File: src/rtl/sar_pkg.sv
// Shared definitions for the SAR ADC readout path.
//   NBITS_DEF : default conversion width of the SAR logic
//   state_t   : sequencer states (sIdle, sBurst, sStop)
//   acc_width : width of the burst accumulator, wide enough that
//               2^navg_log2 full-scale codes can never overflow it
package sar_pkg;

  localparam int NBITS_DEF = 5;

  typedef enum logic [1:0] {
    sIdle  = 2'd0,
    sBurst = 2'd1,
    sStop  = 2'd2
  } state_t;

  function automatic int acc_width(input int nbits, input int navg_log2);
    return nbits + navg_log2;
  endfunction

endpackage

File: src/rtl/sar_result_fifo.sv
// Synchronous FIFO holding averaged conversion codes.
//   CLK, RSTN        : clock, asynchronous active-low reset (control only)
//   push, push_data  : write request and data; ignored when full
//   pop              : read request; ignored when empty
//   head_data        : entry at the head, forced to zero while empty
//   count/full/empty : occupancy status
// DEPTH must be a power of two so the pointers wrap naturally.
module sar_result_fifo #(
  parameter int DATA_W = 5,
  parameter int DEPTH  = 4
) (
  input  logic                     CLK,
  input  logic                     RSTN,
  input  logic                     push,
  input  logic [DATA_W-1:0]        push_data,
  input  logic                     pop,
  output logic [DATA_W-1:0]        head_data,
  output logic [$clog2(DEPTH):0]   count,
  output logic                     full,
  output logic                     empty
);

  localparam int AW = $clog2(DEPTH);
  localparam int CW = AW + 1;
  localparam logic [CW-1:0] DEPTH_C = CW'(DEPTH);

  logic [DATA_W-1:0] mem [DEPTH];
  logic [AW-1:0]     wr_ptr;
  logic [AW-1:0]     rd_ptr;
  logic              do_push;
  logic              do_pop;

  always_comb begin
    full      = (count == DEPTH_C);
    empty     = (count == '0);
    do_push   = push && !full;
    do_pop    = pop && !empty;
    // Zero while empty keeps the output defined without resetting storage.
    head_data = empty ? '0 : mem[rd_ptr];
  end

  always_ff @(posedge CLK or negedge RSTN) begin
    if (!RSTN) begin
      wr_ptr <= '0;
      rd_ptr <= '0;
      count  <= '0;
    end else begin
      if (do_push) wr_ptr <= wr_ptr + AW'(1);
      if (do_pop)  rd_ptr <= rd_ptr + AW'(1);
      case ({do_push, do_pop})
        2'b10:   count <= count + CW'(1);
        2'b01:   count <= count - CW'(1);
        default: count <= count;
      endcase
    end
  end

  always_ff @(posedge CLK) begin
    if (do_push) mem[wr_ptr] <= push_data;
  end

endmodule

File: src/rtl/sar_readout_seq.sv
// Conversion sequencer and result buffer for the SAR ADC.
// Runs bursts of 2^NAVG_LOG2 conversions, averages them, checks every
// code for bits decided twice or never, and queues averages for readout.
//   CLK, RSTN          : clock shared with SAR logic, async active-low reset
//   EN                 : bursts run back-to-back while high
//   CLR_ERR            : synchronous clear of ERR (a new error wins)
//   GO                 : start request to the SAR logic
//   VALID, RESULTP/N   : done strobe and decided-1 / decided-0 bit vectors
//   OUT_DATA/VALID/READY : averaged-code stream with valid/ready handshake
//   ERR                : sticky code-consistency error
//   BUSY               : a burst (or abort wait) is in progress
module sar_readout_seq
  import sar_pkg::*;
#(
  parameter int NBITS      = NBITS_DEF,
  parameter int NAVG_LOG2  = 2,
  parameter int FIFO_DEPTH = 4
) (
  input  logic             CLK,
  input  logic             RSTN,
  input  logic             EN,
  input  logic             CLR_ERR,
  output logic             GO,
  input  logic             VALID,
  input  logic [NBITS-1:0] RESULTP,
  input  logic [NBITS-1:0] RESULTN,
  output logic [NBITS-1:0] OUT_DATA,
  output logic             OUT_VALID,
  input  logic             OUT_READY,
  output logic             ERR,
  output logic             BUSY
);

  localparam int ACC_W = acc_width(NBITS, NAVG_LOG2);
  localparam int CNT_W = (NAVG_LOG2 > 0) ? NAVG_LOG2 : 1;
  localparam logic [CNT_W-1:0] CNT_LAST = CNT_W'((1 << NAVG_LOG2) - 1);
  localparam int FCW = $clog2(FIFO_DEPTH) + 1;
  localparam logic [FCW-1:0] DEPTH_C = FCW'(FIFO_DEPTH);

  state_t           state;
  logic [CNT_W-1:0] cnt;
  logic [ACC_W-1:0] acc;
  logic [ACC_W-1:0] acc_sum;
  logic             inflight;
  logic             last_vld;
  logic             push;
  logic             code_err;
  logic [FCW-1:0]   fifo_count;
  logic             fifo_full;
  logic             fifo_empty;

  // Truncating division of the burst sum by the burst length.
  function automatic logic [NBITS-1:0] avg_trunc(input logic [ACC_W-1:0] s);
    return NBITS'(s >> NAVG_LOG2);
  endfunction

  // Every bit must be decided exactly once: in P or N, never both.
  function automatic logic code_bad(input logic [NBITS-1:0] p,
                                    input logic [NBITS-1:0] n);
    return ((p ^ n) != '1) || ((p & n) != '0);
  endfunction

  always_comb begin
    acc_sum  = acc + ACC_W'(RESULTP);
    last_vld = VALID && (cnt == CNT_LAST);
    // Dropping GO on the last VALID parks the SAR logic in its wait state.
    GO       = (state == sBurst) && EN && !last_vld;
    push     = (state == sBurst) && EN && last_vld && !fifo_full;
    code_err = (state == sBurst) && VALID && code_bad(RESULTP, RESULTN);
    BUSY     = (state != sIdle);
  end

  // Control: state machine, conversion counter, in-flight tracking, ERR.
  always_ff @(posedge CLK or negedge RSTN) begin
    if (!RSTN) begin
      state    <= sIdle;
      cnt      <= '0;
      inflight <= 1'b0;
      ERR      <= 1'b0;
    end else begin
      // A conversion is running once GO was sampled, until its VALID.
      inflight <= GO || (inflight && !VALID);

      if (code_err)     ERR <= 1'b1;
      else if (CLR_ERR) ERR <= 1'b0;

      case (state)
        sIdle: begin
          if (EN && (fifo_count < DEPTH_C)) begin
            state <= sBurst;
            cnt   <= '0;
          end
        end
        sBurst: begin
          if (!EN) begin
            // Wait out a running conversion; if it finishes this very
            // cycle (or none was started) there is nothing to wait for.
            state <= (inflight && !VALID) ? sStop : sIdle;
          end else if (VALID) begin
            cnt <= cnt + CNT_W'(1);
            if (last_vld) state <= sIdle;
          end
        end
        sStop: begin
          if (VALID) state <= sIdle;
        end
        default: state <= sIdle;
      endcase
    end
  end

  // Datapath: accumulator is cleared every idle cycle, so no reset needed.
  always_ff @(posedge CLK) begin
    if (state == sIdle)                acc <= '0;
    else if (state == sBurst && VALID) acc <= acc_sum;
  end

  sar_result_fifo #(
    .DATA_W (NBITS),
    .DEPTH  (FIFO_DEPTH)
  ) u_fifo (
    .CLK       (CLK),
    .RSTN      (RSTN),
    .push      (push),
    .push_data (avg_trunc(acc_sum)),
    .pop       (OUT_READY),
    .head_data (OUT_DATA),
    .count     (fifo_count),
    .full      (fifo_full),
    .empty     (fifo_empty)
  );

  assign OUT_VALID = !fifo_empty;

endmodule

File: config.mk
export PLATFORM = sky130hd
export DESIGN_NAME = sar_readout_seq
export DESIGN_NICKNAME = d
export VERILOG_FILES = /design/src/rtl/sar_pkg.sv /design/src/rtl/sar_result_fifo.sv /design/src/rtl/sar_readout_seq.sv
export SDC_FILE = /design/constraint.sdc
export NUM_CORES = 1
export LEC_CHECK = 0
export CELL_PAD_IN_SITES_DETAIL_PLACEMENT = 0
export CELL_PAD_IN_SITES_GLOBAL_PLACEMENT = 2
export CORE_ASPECT_RATIO = 0.7
export CORE_MARGIN = 1
export CORE_UTILIZATION = 38
export CTS_CLUSTER_SIZE = 40
export DETAILED_ROUTE_END_ITERATION = 8
export PLACE_DENSITY_LB_ADDON = 0.12
export SETUP_SLACK_MARGIN = 0.05
export SYNTH_ARGS = -nofsm -noshare
export SYNTH_HDL_FRONTEND = slang
export SYNTH_SLANG_ARGS = --single-unit
File: constraint.sdc
create_clock -name CLK -period 2.5 [get_ports CLK]
set_input_delay 0.5 -clock CLK [delete_from_list [all_inputs] [get_ports CLK]]
set_output_delay 0.5 -clock CLK [all_outputs]
set_load 0.05 [all_outputs]
==> impl_results.md <==
- DR vias: 1,291
- Initial DRT Pass Iterations: 4
- Non-Filler Instances: 261
- Area Overhead vs Synth: 23.03%
- DIE AREA: 5648 sq um
- Tot GR Track Use: 14.89%
- Met3 wire length: 136 um
- # diodes: 0
- Slew Viols, Final: 0
- Critical path fanouts, max: 8
- First-pass GRT wire length: 6237 um
- Startpoint types: flip-flop
- Inserted Clock Buffers: 5
- CP endpoint: BUSY
- CTS clk-pin slew, worst paths: 80 ps
- DIE WIDTH: 89.40 um
- Max_cap viols: 0
- Root Driver: clkbuf_8
- Port Buffers: 24
- DRC violations left: 0
- Fmax: 430.4 MHz
- Nets@finish: 225
- Synth Net Count: 193
- Critical Path End Type: primary output
- Top cells by count, synth: 20 x edfxtp_1, 16 x ha_1, 13 x dfrtp_1
- Util after Layout: 50.34%
- R2r setup slk: 350 ps
- WHS: 470.6 ps
- Placed cells: 253
- I/O pins: 25
- Clk_skew: 9.040 ps
- # setup viols final: 0
- Yosys cell types: 41
- Gpl congestion: 0.8025
- Leakage: 1.028 nW
- Hold_buf cts: 0
- Cells after Synth: 159
- Final hold vios: 0
- Worst reg2reg path depth: 6
- Max-slew headroom: 60.09%
- Cell taking the most area after synthesis: edfxtp_1
- CTS tree: built
- Initial antenna violation count: 0
- Ys flop type: edfxtp_1
- CTS Sinks: 40
- Final antenna-violating net count: 0
- Crit share post-route: 92.95%
- Critical Path AT: 1820 ps
- Final TNS setup: 0 ps
- Dpl ws: -152.8 ps
- Async set-reset flop share out of synthesis: 32.50%
- Wirelength per Cell: 14.18 um
- Via density: 4.946
- RSZ-0062 raised after global routing: no
- Crit path time final: 2324 ps
- Number of synthesized flops with an enable pin: 20
- Synth warn: 0
- Initial Util: 40.92%
- Reg2reg start: u_fifo.count[2]$_DFFE_PN0P_
- HPWL after DPL: 2846 um
- CTS HTree Levels: 2
- Power per Cell Area: 998.6 nW/um^2
- Die height: 63.18 um
- Yosys reg bits: 40
- Worst setup margin: 176.4 ps
- WP data required: 2000 ps
- Max Root-Sink Buffers: 2
- Critical path class: reg -> out
- Worst slew pin tran: 596.8 ps
- Total wire length: 3701 um
- Count leader, synth: edfxtp_1
- Met1 WL: 1790 um
- Top Metal Used: met4
- Sequential fraction of the synthesis area: 52.46%
- Status: finished, final reports clean
- Peak supply drop: 0.3967 mV
- Area contributors post-synth: edfxtp_1 30%, dfrtp_1 16%, ha_1 9.9%
- Vias in the first global route: 1,342
- Worst Setup SP: state[0]$_DFFE_PN0P_
- R2R Path End: u_fifo.count[1]$_DFFE_PN0P_
- Grt ovf: 0
- Wire length on met2: 1729 um
- Post-synth top area share: 29.56%
- Initial DRC Count: 46
- Skew-Pair Late Insertion Delay: 290 ps
- Largest net degree at the start of global routing: 15
- Worst hold path type: reg -> reg
- Core area: 4966 sq um
- Post-Syn Area per Cell: 12.78 sq um
- Cell Area, Synth: 2032 sq um
- Row cnt: 21
- Layout cells sized above 1: 16.15%
-- through the flow --
| step | total power, mW | cell area [sq um] |
|---|---|---|
| 2_1_floorplan | 1.704 | 2032 |
| 3_3_place_gp | 1.958 | 2380 |
| 4_1_cts | 2.530 | 2495 |
| 5_1_grt | 2.675 | 2500 |
| 6_report | 2.496 | 2500 |
| 3_5_place_dp | 1.995 | 2380 |
-- cells in the final DEF, fill, tap and decap left out, types with 6 or more instances in the layout --
cell type        Yosys  final
o21ai_0              6      6
and2_1              11     11
edfxtp_1            20     20
ha_1                16     16
xnor2_1              6      6
inv_1               10     10
nand2_1             11     11
buf_4                0     11
clkdlybuf4s50_1      0     17
dfxtp_1              7      7
dfrtp_1             13     13
-- what timing repair did --
| action | CTS | global route |
|---|---|---|
| gates resized for setup | 1 | 1 |
| setup endpoints to repair | 1 | 4 |
| gates cloned | 0 | 0 |
| setup buffers | 0 | 0 |
| pin swaps | 0 | 0 |
-- how the worst min path moves through the flow --
stage	endpoint	slack [ps]	from	depth (start not counted)
2_1_floorplan	ERR$_DFFE_PN0P_	200	RSTN	0
3_3_place_gp	acc[0]$_SDFFE_PP0P_	460	acc[0]$_SDFFE_PP0P_	2
3_5_place_dp	acc[2]$_SDFFE_PP0P_	460	acc[2]$_SDFFE_PP0P_	2
4_1_cts	acc[2]$_SDFFE_PP0P_	470	acc[2]$_SDFFE_PP0P_	2
5_1_grt	acc[0]$_SDFFE_PP0P_	480	acc[0]$_SDFFE_PP0P_	2
6_report	acc[2]$_SDFFE_PP0P_	470	acc[2]$_SDFFE_PP0P_	2
-- cells by family after synthesis --
| group | after synthesis | synth area share [%] |
|---|---|---|
| adder cells (fa/ha/maj) | 18 | 11.82 |
| flip-flops | 40 | 52.46 |
| buffers and inverters | 15 | 2.894 |
| AND/OR/NAND/NOR | 41 | 11.33 |
| multiplexers | 7 | 6.773 |
| XOR/XNOR | 11 | 4.741 |
| AO/OA/AOI/OAI | 27 | 9.976 |
-- sequential cells by signal, summed over array words and instances (netlist names) --
register,count
inflight,1
u_fifo.count,3
u_fifo.wr_ptr,2
ERR,1
acc,7
state,2
cnt,2
u_fifo.rd_ptr,2
u_fifo.mem,20
-- layer usage --
metal	global-route usage, %	vias to the layer above
li1	-	640
met1	19.49	624
met2	23.95	23
met4	5.754	0
met5	0	-
met3	3.277	4
-- cell type report --
cell class                 count  area (sq um)
fill                         438          2466
sequential                    40          1066
multi-input combinational    104         912.1
timing repair buffer          30         281.5
tap                           69         86.33
clock buffer                   5         68.82
clock inverter                 3         47.55
inverter                      10         37.54
-- worst max-delay path: stages (launching register included) --
cell and delay [ps]:
dfrtp_1 460, or2_2 370, clkdlybuf4s50_1 710
-- report_power, final --
part | internal, mW | switching (mW) | total [mW]
clock | 0.301 | 0.232 | 0.532
sequential | 0.830 | 0.130 | 0.961
combinational | 0.422 | 0.581 | 1.00
total | 1.55 | 0.943 | 2.50
Power figures use the tool's default switching activity.
